### config.mk
export PLATFORM = sky130hd
export DESIGN_NAME = keypad_bcd_entry_flat
export DESIGN_NICKNAME = d
export VERILOG_FILES = /design/src/rtl/keypad_bcd_entry_if.sv /design/src/rtl/keypad_bcd_entry.sv /design/src/flat_wrapper.sv
export SDC_FILE = /design/constraint.sdc
export NUM_CORES = 1
export LEC_CHECK = 0
export CORE_ASPECT_RATIO = 0.6
export CORE_MARGIN = 2
export CORE_UTILIZATION = 50
export CTS_BUF_LIST = sky130_fd_sc_hd__clkbuf_8 sky130_fd_sc_hd__clkbuf_16
export CTS_CLUSTER_SIZE = 12
export DETAILED_ROUTE_END_ITERATION = 8
export PLACE_DENSITY = 0.81
export SLEW_MARGIN = 10
export SYNTH_ARGS = -nofsm -noshare
export SYNTH_HDL_FRONTEND = slang
export SYNTH_SLANG_ARGS = --single-unit
export TNS_END_PERCENT = 1
### constraint.sdc
create_clock -name clk -period 4.3 [get_ports clk]
set_input_delay 0.86 -clock clk [delete_from_list [all_inputs] [get_ports clk]]
set_output_delay 0.86 -clock clk [all_outputs]
set_load 0.02 [all_outputs]
### src/rtl/keypad_bcd_entry_if.sv
// Keypad and digit bus of the BCD keypad entry block.
// The master side is the keypad scanner; the slave side is the keypad plus
// whatever consumes the digits (display controller, testbench).
interface keypad_bcd_entry_if;
  logic [3:0] row;
  logic [3:0] col;
  logic [3:0] uni;
  logic [3:0] dec;
  logic [3:0] cen;
  logic [3:0] mil;
  logic [3:0] key_code;
  logic       key_valid;

  modport master (
    input  row,
    output col, uni, dec, cen, mil, key_code, key_valid
  );

  modport slave (
    output row,
    input  col, uni, dec, cen, mil, key_code, key_valid
  );
endinterface

### src/rtl/keypad_bcd_entry.sv
// 4x4 matrix keypad scanner with debounce that edits a 4-digit BCD number.
// One column is driven low per scan slot; a single pressed key is confirmed
// over several scan ticks, reported once, and then must be released (also
// debounced) before scanning resumes.
module keypad_bcd_entry #(
  parameter int SCAN_DIV     = 100000,
  parameter int DEBOUNCE_CNT = 5
) (
  input logic                 clk,
  input logic                 rst,
  keypad_bcd_entry_if.master  bus
);

  localparam int DIV_W = (SCAN_DIV > 1) ? $clog2(SCAN_DIV) : 1;
  localparam int DEB_W = $clog2(DEBOUNCE_CNT + 1);
  localparam logic [DIV_W-1:0] DIV_LAST = DIV_W'(SCAN_DIV - 1);
  localparam logic [DEB_W-1:0] DEB_LAST = DEB_W'(DEBOUNCE_CNT);

  typedef enum logic [1:0] {
    SCAN,
    DEBOUNCE,
    HOLD
  } state_t;

  state_t           state;
  logic [3:0]       row_meta;
  logic [3:0]       row_s;
  logic [DIV_W-1:0] div_cnt;
  logic             tick;
  logic [3:0]       col;
  logic [3:0]       cap_row;
  logic [1:0]       cap_r;
  logic [1:0]       cap_c;
  logic [DEB_W-1:0] deb_cnt;
  logic [DEB_W-1:0] deb_next;
  logic [3:0]       uni;
  logic [3:0]       dec;
  logic [3:0]       cen;
  logic [3:0]       mil;
  logic [3:0]       key_code;
  logic             key_valid;
  logic             single_low;
  logic [1:0]       row_idx;
  logic [1:0]       col_idx;
  logic [3:0]       key_lookup;
  logic [3:0]       col_rot;

  assign bus.col       = col;
  assign bus.uni       = uni;
  assign bus.dec       = dec;
  assign bus.cen       = cen;
  assign bus.mil       = mil;
  assign bus.key_code  = key_code;
  assign bus.key_valid = key_valid;

  assign tick     = (div_cnt == DIV_LAST);
  assign deb_next = deb_cnt + DEB_W'(1);
  assign col_rot  = {col[2:0], col[3]};

  // Two-flop synchronizer for the asynchronous, pulled-up row lines.
  always_ff @(posedge clk) begin
    if (rst) begin
      row_meta <= 4'b1111;
      row_s    <= 4'b1111;
    end else begin
      row_meta <= bus.row;
      row_s    <= row_meta;
    end
  end

  // Scan-slot divider; the last count of each slot is the scan tick.
  always_ff @(posedge clk) begin
    if (rst) begin
      div_cnt <= '0;
    end else if (tick) begin
      div_cnt <= '0;
    end else begin
      div_cnt <= div_cnt + DIV_W'(1);
    end
  end

  // Which row / column is active: only a single low row is a usable press.
  always_comb begin
    single_low = 1'b0;
    row_idx    = 2'd0;
    col_idx    = 2'd0;
    case (row_s)
      4'b1110: begin single_low = 1'b1; row_idx = 2'd0; end
      4'b1101: begin single_low = 1'b1; row_idx = 2'd1; end
      4'b1011: begin single_low = 1'b1; row_idx = 2'd2; end
      4'b0111: begin single_low = 1'b1; row_idx = 2'd3; end
      default: begin single_low = 1'b0; row_idx = 2'd0; end
    endcase
    case (col)
      4'b1110: col_idx = 2'd0;
      4'b1101: col_idx = 2'd1;
      4'b1011: col_idx = 2'd2;
      4'b0111: col_idx = 2'd3;
      default: col_idx = 2'd0;
    endcase
  end

  // Key code of the captured row/column; '*' reports E and '#' reports F.
  always_comb begin
    key_lookup = 4'h0;
    case ({cap_r, cap_c})
      4'h0: key_lookup = 4'h1;
      4'h1: key_lookup = 4'h2;
      4'h2: key_lookup = 4'h3;
      4'h3: key_lookup = 4'hA;
      4'h4: key_lookup = 4'h4;
      4'h5: key_lookup = 4'h5;
      4'h6: key_lookup = 4'h6;
      4'h7: key_lookup = 4'hB;
      4'h8: key_lookup = 4'h7;
      4'h9: key_lookup = 4'h8;
      4'hA: key_lookup = 4'h9;
      4'hB: key_lookup = 4'hC;
      4'hC: key_lookup = 4'hE;
      4'hD: key_lookup = 4'h0;
      4'hE: key_lookup = 4'hF;
      4'hF: key_lookup = 4'hD;
      default: key_lookup = 4'h0;
    endcase
  end

  // Scan/debounce/hold state machine with the digit register it edits.
  always_ff @(posedge clk) begin
    if (rst) begin
      state     <= SCAN;
      col       <= 4'b1110;
      cap_row   <= 4'b1111;
      cap_r     <= 2'd0;
      cap_c     <= 2'd0;
      deb_cnt   <= '0;
      uni       <= 4'd0;
      dec       <= 4'd0;
      cen       <= 4'd0;
      mil       <= 4'd0;
      key_code  <= 4'd0;
      key_valid <= 1'b0;
    end else begin
      key_valid <= 1'b0;
      if (tick) begin
        case (state)
          SCAN: begin
            if (single_low) begin
              cap_row <= row_s;
              cap_r   <= row_idx;
              cap_c   <= col_idx;
              deb_cnt <= DEB_W'(1);
              state   <= DEBOUNCE;
            end else begin
              col <= col_rot;
            end
          end
          DEBOUNCE: begin
            if (row_s == cap_row) begin
              if (deb_next == DEB_LAST) begin
                state     <= HOLD;
                deb_cnt   <= '0;
                key_valid <= 1'b1;
                key_code  <= key_lookup;
                if (key_lookup <= 4'd9) begin
                  mil <= cen;
                  cen <= dec;
                  dec <= uni;
                  uni <= key_lookup;
                end else if (key_lookup == 4'hE) begin
                  mil <= 4'd0;
                  cen <= 4'd0;
                  dec <= 4'd0;
                  uni <= 4'd0;
                end else if (key_lookup == 4'hF) begin
                  uni <= dec;
                  dec <= cen;
                  cen <= mil;
                  mil <= 4'd0;
                end
              end else begin
                deb_cnt <= deb_next;
              end
            end else begin
              state   <= SCAN;
              deb_cnt <= '0;
              col     <= col_rot;
            end
          end
          HOLD: begin
            if (row_s == 4'b1111) begin
              if (deb_next == DEB_LAST) begin
                state   <= SCAN;
                deb_cnt <= '0;
                col     <= col_rot;
              end else begin
                deb_cnt <= deb_next;
              end
            end else begin
              deb_cnt <= '0;
            end
          end
          default: begin
            state   <= SCAN;
            deb_cnt <= '0;
          end
        endcase
      end
    end
  end

endmodule

### src/flat_wrapper.sv
// flat-port wrapper written by rule: the top's interface ports become plain ports
module keypad_bcd_entry_flat 
#(
  parameter int SCAN_DIV     = 100000,
  parameter int DEBOUNCE_CNT = 5
)
  (clk, rst, bus_row, bus_col, bus_uni, bus_dec, bus_cen, bus_mil, bus_key_code, bus_key_valid);
  keypad_bcd_entry_if bus_i ();
  input logic clk;
  input logic rst;
  input wire logic [$bits(bus_i.row)-1:0] bus_row;
  output wire logic [$bits(bus_i.col)-1:0] bus_col;
  output wire logic [$bits(bus_i.uni)-1:0] bus_uni;
  output wire logic [$bits(bus_i.dec)-1:0] bus_dec;
  output wire logic [$bits(bus_i.cen)-1:0] bus_cen;
  output wire logic [$bits(bus_i.mil)-1:0] bus_mil;
  output wire logic [$bits(bus_i.key_code)-1:0] bus_key_code;
  output wire logic [$bits(bus_i.key_valid)-1:0] bus_key_valid;
  assign bus_i.row = bus_row;
  assign bus_col = bus_i.col;
  assign bus_uni = bus_i.uni;
  assign bus_dec = bus_i.dec;
  assign bus_cen = bus_i.cen;
  assign bus_mil = bus_i.mil;
  assign bus_key_code = bus_i.key_code;
  assign bus_key_valid = bus_i.key_valid;
  keypad_bcd_entry #(.SCAN_DIV(SCAN_DIV), .DEBOUNCE_CNT(DEBOUNCE_CNT)) u_core (.clk(clk), .rst(rst), .bus(bus_i));
endmodule
==> impl_results.md <==
* WL final at about 7.0 mm
* Worst Setup End Kind: register
* Clk pwr share at roughly 44%
* Int Power at 0.926 mW
* Hold endpoint: u_core.row_s[0]
* FF+latch area at 1340 um2
* Pin count of the biggest net entering global routing at 24
* Gr ovfl total at 0
* Post-detail-place hpwl at ~4.7 mm
* RSZ-0062 raised after global routing: no
* Cts repair resizes at 0
* Die Y-Extent at about 66 um
* CP startpoint kind: register
* Drt drc at 0
* Psw at ~0.28 mW
* Clk buf depth at 2
* Die Width at approximately 110 um
* Worst slew pin tran at 0.989 ns
* Core Area at 6140 um2
* Critical Path RT at 4.53 ns
* CTS Buf Count at 9
* Ant. Diodes at 0
* WHS Path Cells at 1
* Worst-Skew Late Latency at between 0.3 and 0.4 ns
* Total die area at between 7000 and 8000 um2
* Asr flop ratio synth at 0%
* Syn_nets at 374
* Status: finished clean
* Syn Area/Cell at between 8 and 9 um2
* Switching share of power at 23.0%
* Capturing point of the worst reg2reg path: u_core.key_lookup[1]
* Cells after Synth at 360
* H-tree depth at 3
* Routed Antenna Nets at 0
* Worst rel slew slack at 33.1%
* Count of cell types in the netlist at 49
* Hold path start: u_core.row_meta[0]
* Cells on worst reg2reg path at 11
* VDD IR-drop max at 196 uV
* Leakage at ~1.5 nW
* Setup_tns at 0 ns
* Initial Util at 52.0%
* Critical Path Fanout Max at 10
* Hold crit path type: reg2reg
* Yosys reg bits at 67
* Area of the multi-input gates at 1710 um2
* Initial DRT Pass Iterations at 4
* PwrDens at ~320 nW/um2
* Filler cell count at 520
* Clk_skew at approximately 0.009 ns
* Fmax at ~0.31 GHz
* Post-synthesis sequential area ratio at a little over two fifths
* Initial antenna violation count at 0
* EDFF count, synth at 0
* Num Clock Sinks at between 60 and 70
* GRT Util Overall at 21.4%
* Yosys Warn Count at 0
* Clock transition at path regs at ~0.080 ns
* # Post-CTS Setup Buffers at 0
* TritonCTS clock tree: done
* Hold Vio Cnt, Final at 0
* Total chip power at roughly 1.2 mW
* First-pass GRT wire length at ~12 mm
* Worst reg2reg setup slack at 1.09 ns
* Port buffer count at 30
* Tmin final at about 3.2 ns
* Setup Crit Path Kind: reg2reg
* Layout area overhead at 16.6%
* Share of power burned in registers at 52.6%
* # IOs at 31
* Vias in the first global route at 2395
* Layout cells sized above 1 at 9.30%
* Combinational power share at between 3 and 4%
* Crit path DAT at approximately 3.4 ns
* Number of setup violations in the final report at 0
* Slew Limit Fails at 0
* DR vias at between 2k and 3k
* Most common flop cell mapped by yosys: dfxtp_1
* Vias per cell at roughly 5.6
* Hold_buf cts at 0
* Nets at 396
* Mapped Area at around 3200 um2
* Reg-to-Reg Start: u_core.div_cnt[0]
* Root Buffer: clkbuf_8
* Core Rows at 22
* Max-cap violation count at 0
* GPL Wtd Cong at 0.864
* Iteration-0 DRC Markers at roughly 160
* Routed wire per std cell at about 15 um
* Part of the cycle the worst path needs at around 75%
[power groups by stage]
stage	combinational, mW	clock (mW)	sequential (mW)
CTS	0.0384	0.541	0.632
global placement	0.0376	0	0.646
detailed placement	0.0381	0	0.647
finish	0.0386	0.532	0.632
global route	0.0430	0.570	0.633
floorplan	0.0302	0	0.642
[kinds of logic (layout without fill, tap and decap cells)]
logic type | Yosys count | in the layout | synth area share (%)
compound gates | 48 | 48 | 10.8
xor+xnor | 26 | 26 | 7.14
fa+ha+maj | 8 | 8 | 3.14
buf+inv | 34 | 61 | 4.51
flops | 67 | 67 | 42.0
mux | 27 | 27 | 8.55
simple gates | 150 | 150 | 23.8
[registers in the layout (all words and copies together), names as in the netlist]
signal / count
u_core.div_cnt: 17
u_core.bus.cen: 4
u_core.bus.col: 4
u_core.bus.dec: 4
u_core.bus.key_code: 4
u_core.bus.mil: 4
u_core.bus.uni: 4
u_core.cap_row: 4
u_core.key_lookup: 4
u_core.row_meta: 4
u_core.row_s: 4
u_core.deb_cnt: 3
u_core.cap_c: 2
u_core.cap_r: 2
u_core.state: 2
u_core.bus.key_valid: 1
[cells in the final DEF, fill, tap and decap left out, types with 3 or more instances in the layout]
| cell | Yosys | layout |
|---|---|---|
| dfxtp_1 | 67 | 67 |
| nor2_1 | 43 | 43 |
| nand2_1 | 40 | 40 |
| clkdlybuf4s50_1 | 0 | 30 |
| mux2i_1 | 25 | 25 |
| xor2_1 | 20 | 20 |
| nand3_1 | 14 | 14 |
| a21oi_1 | 13 | 13 |
| inv_1 | 12 | 12 |
| a22o_1 | 11 | 11 |
| clkbuf_8 | 0 | 10 |
| and3_1 | 9 | 9 |
| nor3_1 | 8 | 8 |
| or2_2 | 8 | 8 |
| ha_1 | 8 | 8 |
| nand4_1 | 7 | 7 |
| xnor2_1 | 6 | 6 |
| o21ai_0 | 5 | 5 |
| o31ai_1 | 4 | 4 |
| a211oi_1 | 3 | 3 |
| buf_4 | 0 | 3 |
[synthesized netlist by cell type, types with 4 or more instances]
cell type	instances	share of area, %
a21oi_1	13	2.0
a22o_1	11	3.0
and3_1	9	1.8
clkbuf_1	17	2.0
dfxtp_1	67	42
ha_1	8	3.1
inv_1	12	1.4
mux2i_1	25	7.8
nand2_1	40	4.7
nand3_1	14	2.2
nand4_1	7	1.4
nor2_1	43	5.1
nor3_1	8	1.3
o21ai_0	5	0.78
o31ai_1	4	0.94
or2_2	8	1.6
xnor2_1	6	1.6
xor2_1	20	5.5
[through the flow]
stage	setup WS [ns]	hold slack, ns	instances	util, %	area [um2]
after floorplan	1.57	0.389	360	-	3190
after CTS	1.14	0.407	471	60.6	3720
after global placement	1.33	0.391	455	57.3	3520
final	1.09	0.404	471	60.6	3720
after detailed placement	1.21	0.394	455	57.3	3520
after global routing	0.845	0.411	471	60.6	3720
[per-layer routing]
| metal | track usage [%] | routed length [um] | part of all wire [%] | up-vias |
|---|---|---|---|---|
| met3 | 6.11 | 572 | 8.2 | 6 |
| li1 | - | - | - | 1288 |
| met5 | 0 | 0 | 0 | - |
| met2 | 31.3 | 2990 | 43 | 92 |
| met4 | 7.79 | 48 | 0.69 | 0 |
| met1 | 30.0 | 3380 | 48 | 1244 |
[layout make-up]
class / count / share of cell area [%]
multi-input cells: 259 / 45.8
flip-flops and latches: 67 / 36.0
repair buffers: 33 / 8.68
clock buffers: 10 / 3.70
well taps: 84 / 2.82
clock inverters: 6 / 1.71
inverters: 12 / 1.21
[worst max-delay path, stage by stage, from the launching register on]
cell and delay, ns:
dfxtp_1 0.37, ha_1 0.22, and4_1 0.34, nor4b_4 0.44
and3_1 0.47, nand2_1 0.13, a21oi_1 0.33, inv_1 0.13
ha_1 0.21, inv_1 0.05, a221oi_1 0.06, or3_1 0.35
[worst max path at each step]
stage                            start                   end  slack, ns  cells after the start
floorplan            u_core.div_cnt[0]  u_core.key_lookup[1]       1.57                     13
global placement    u_core.div_cnt[11]  u_core.key_lookup[1]       1.33                     10
detailed placement  u_core.div_cnt[11]  u_core.key_lookup[1]       1.21                     10
CTS                 u_core.div_cnt[11]  u_core.key_lookup[1]       1.14                     10
global route         u_core.div_cnt[0]  u_core.key_lookup[1]       0.84                     11
finish               u_core.div_cnt[0]  u_core.key_lookup[1]       1.09                     11
(Power assumes the default switching activity.)
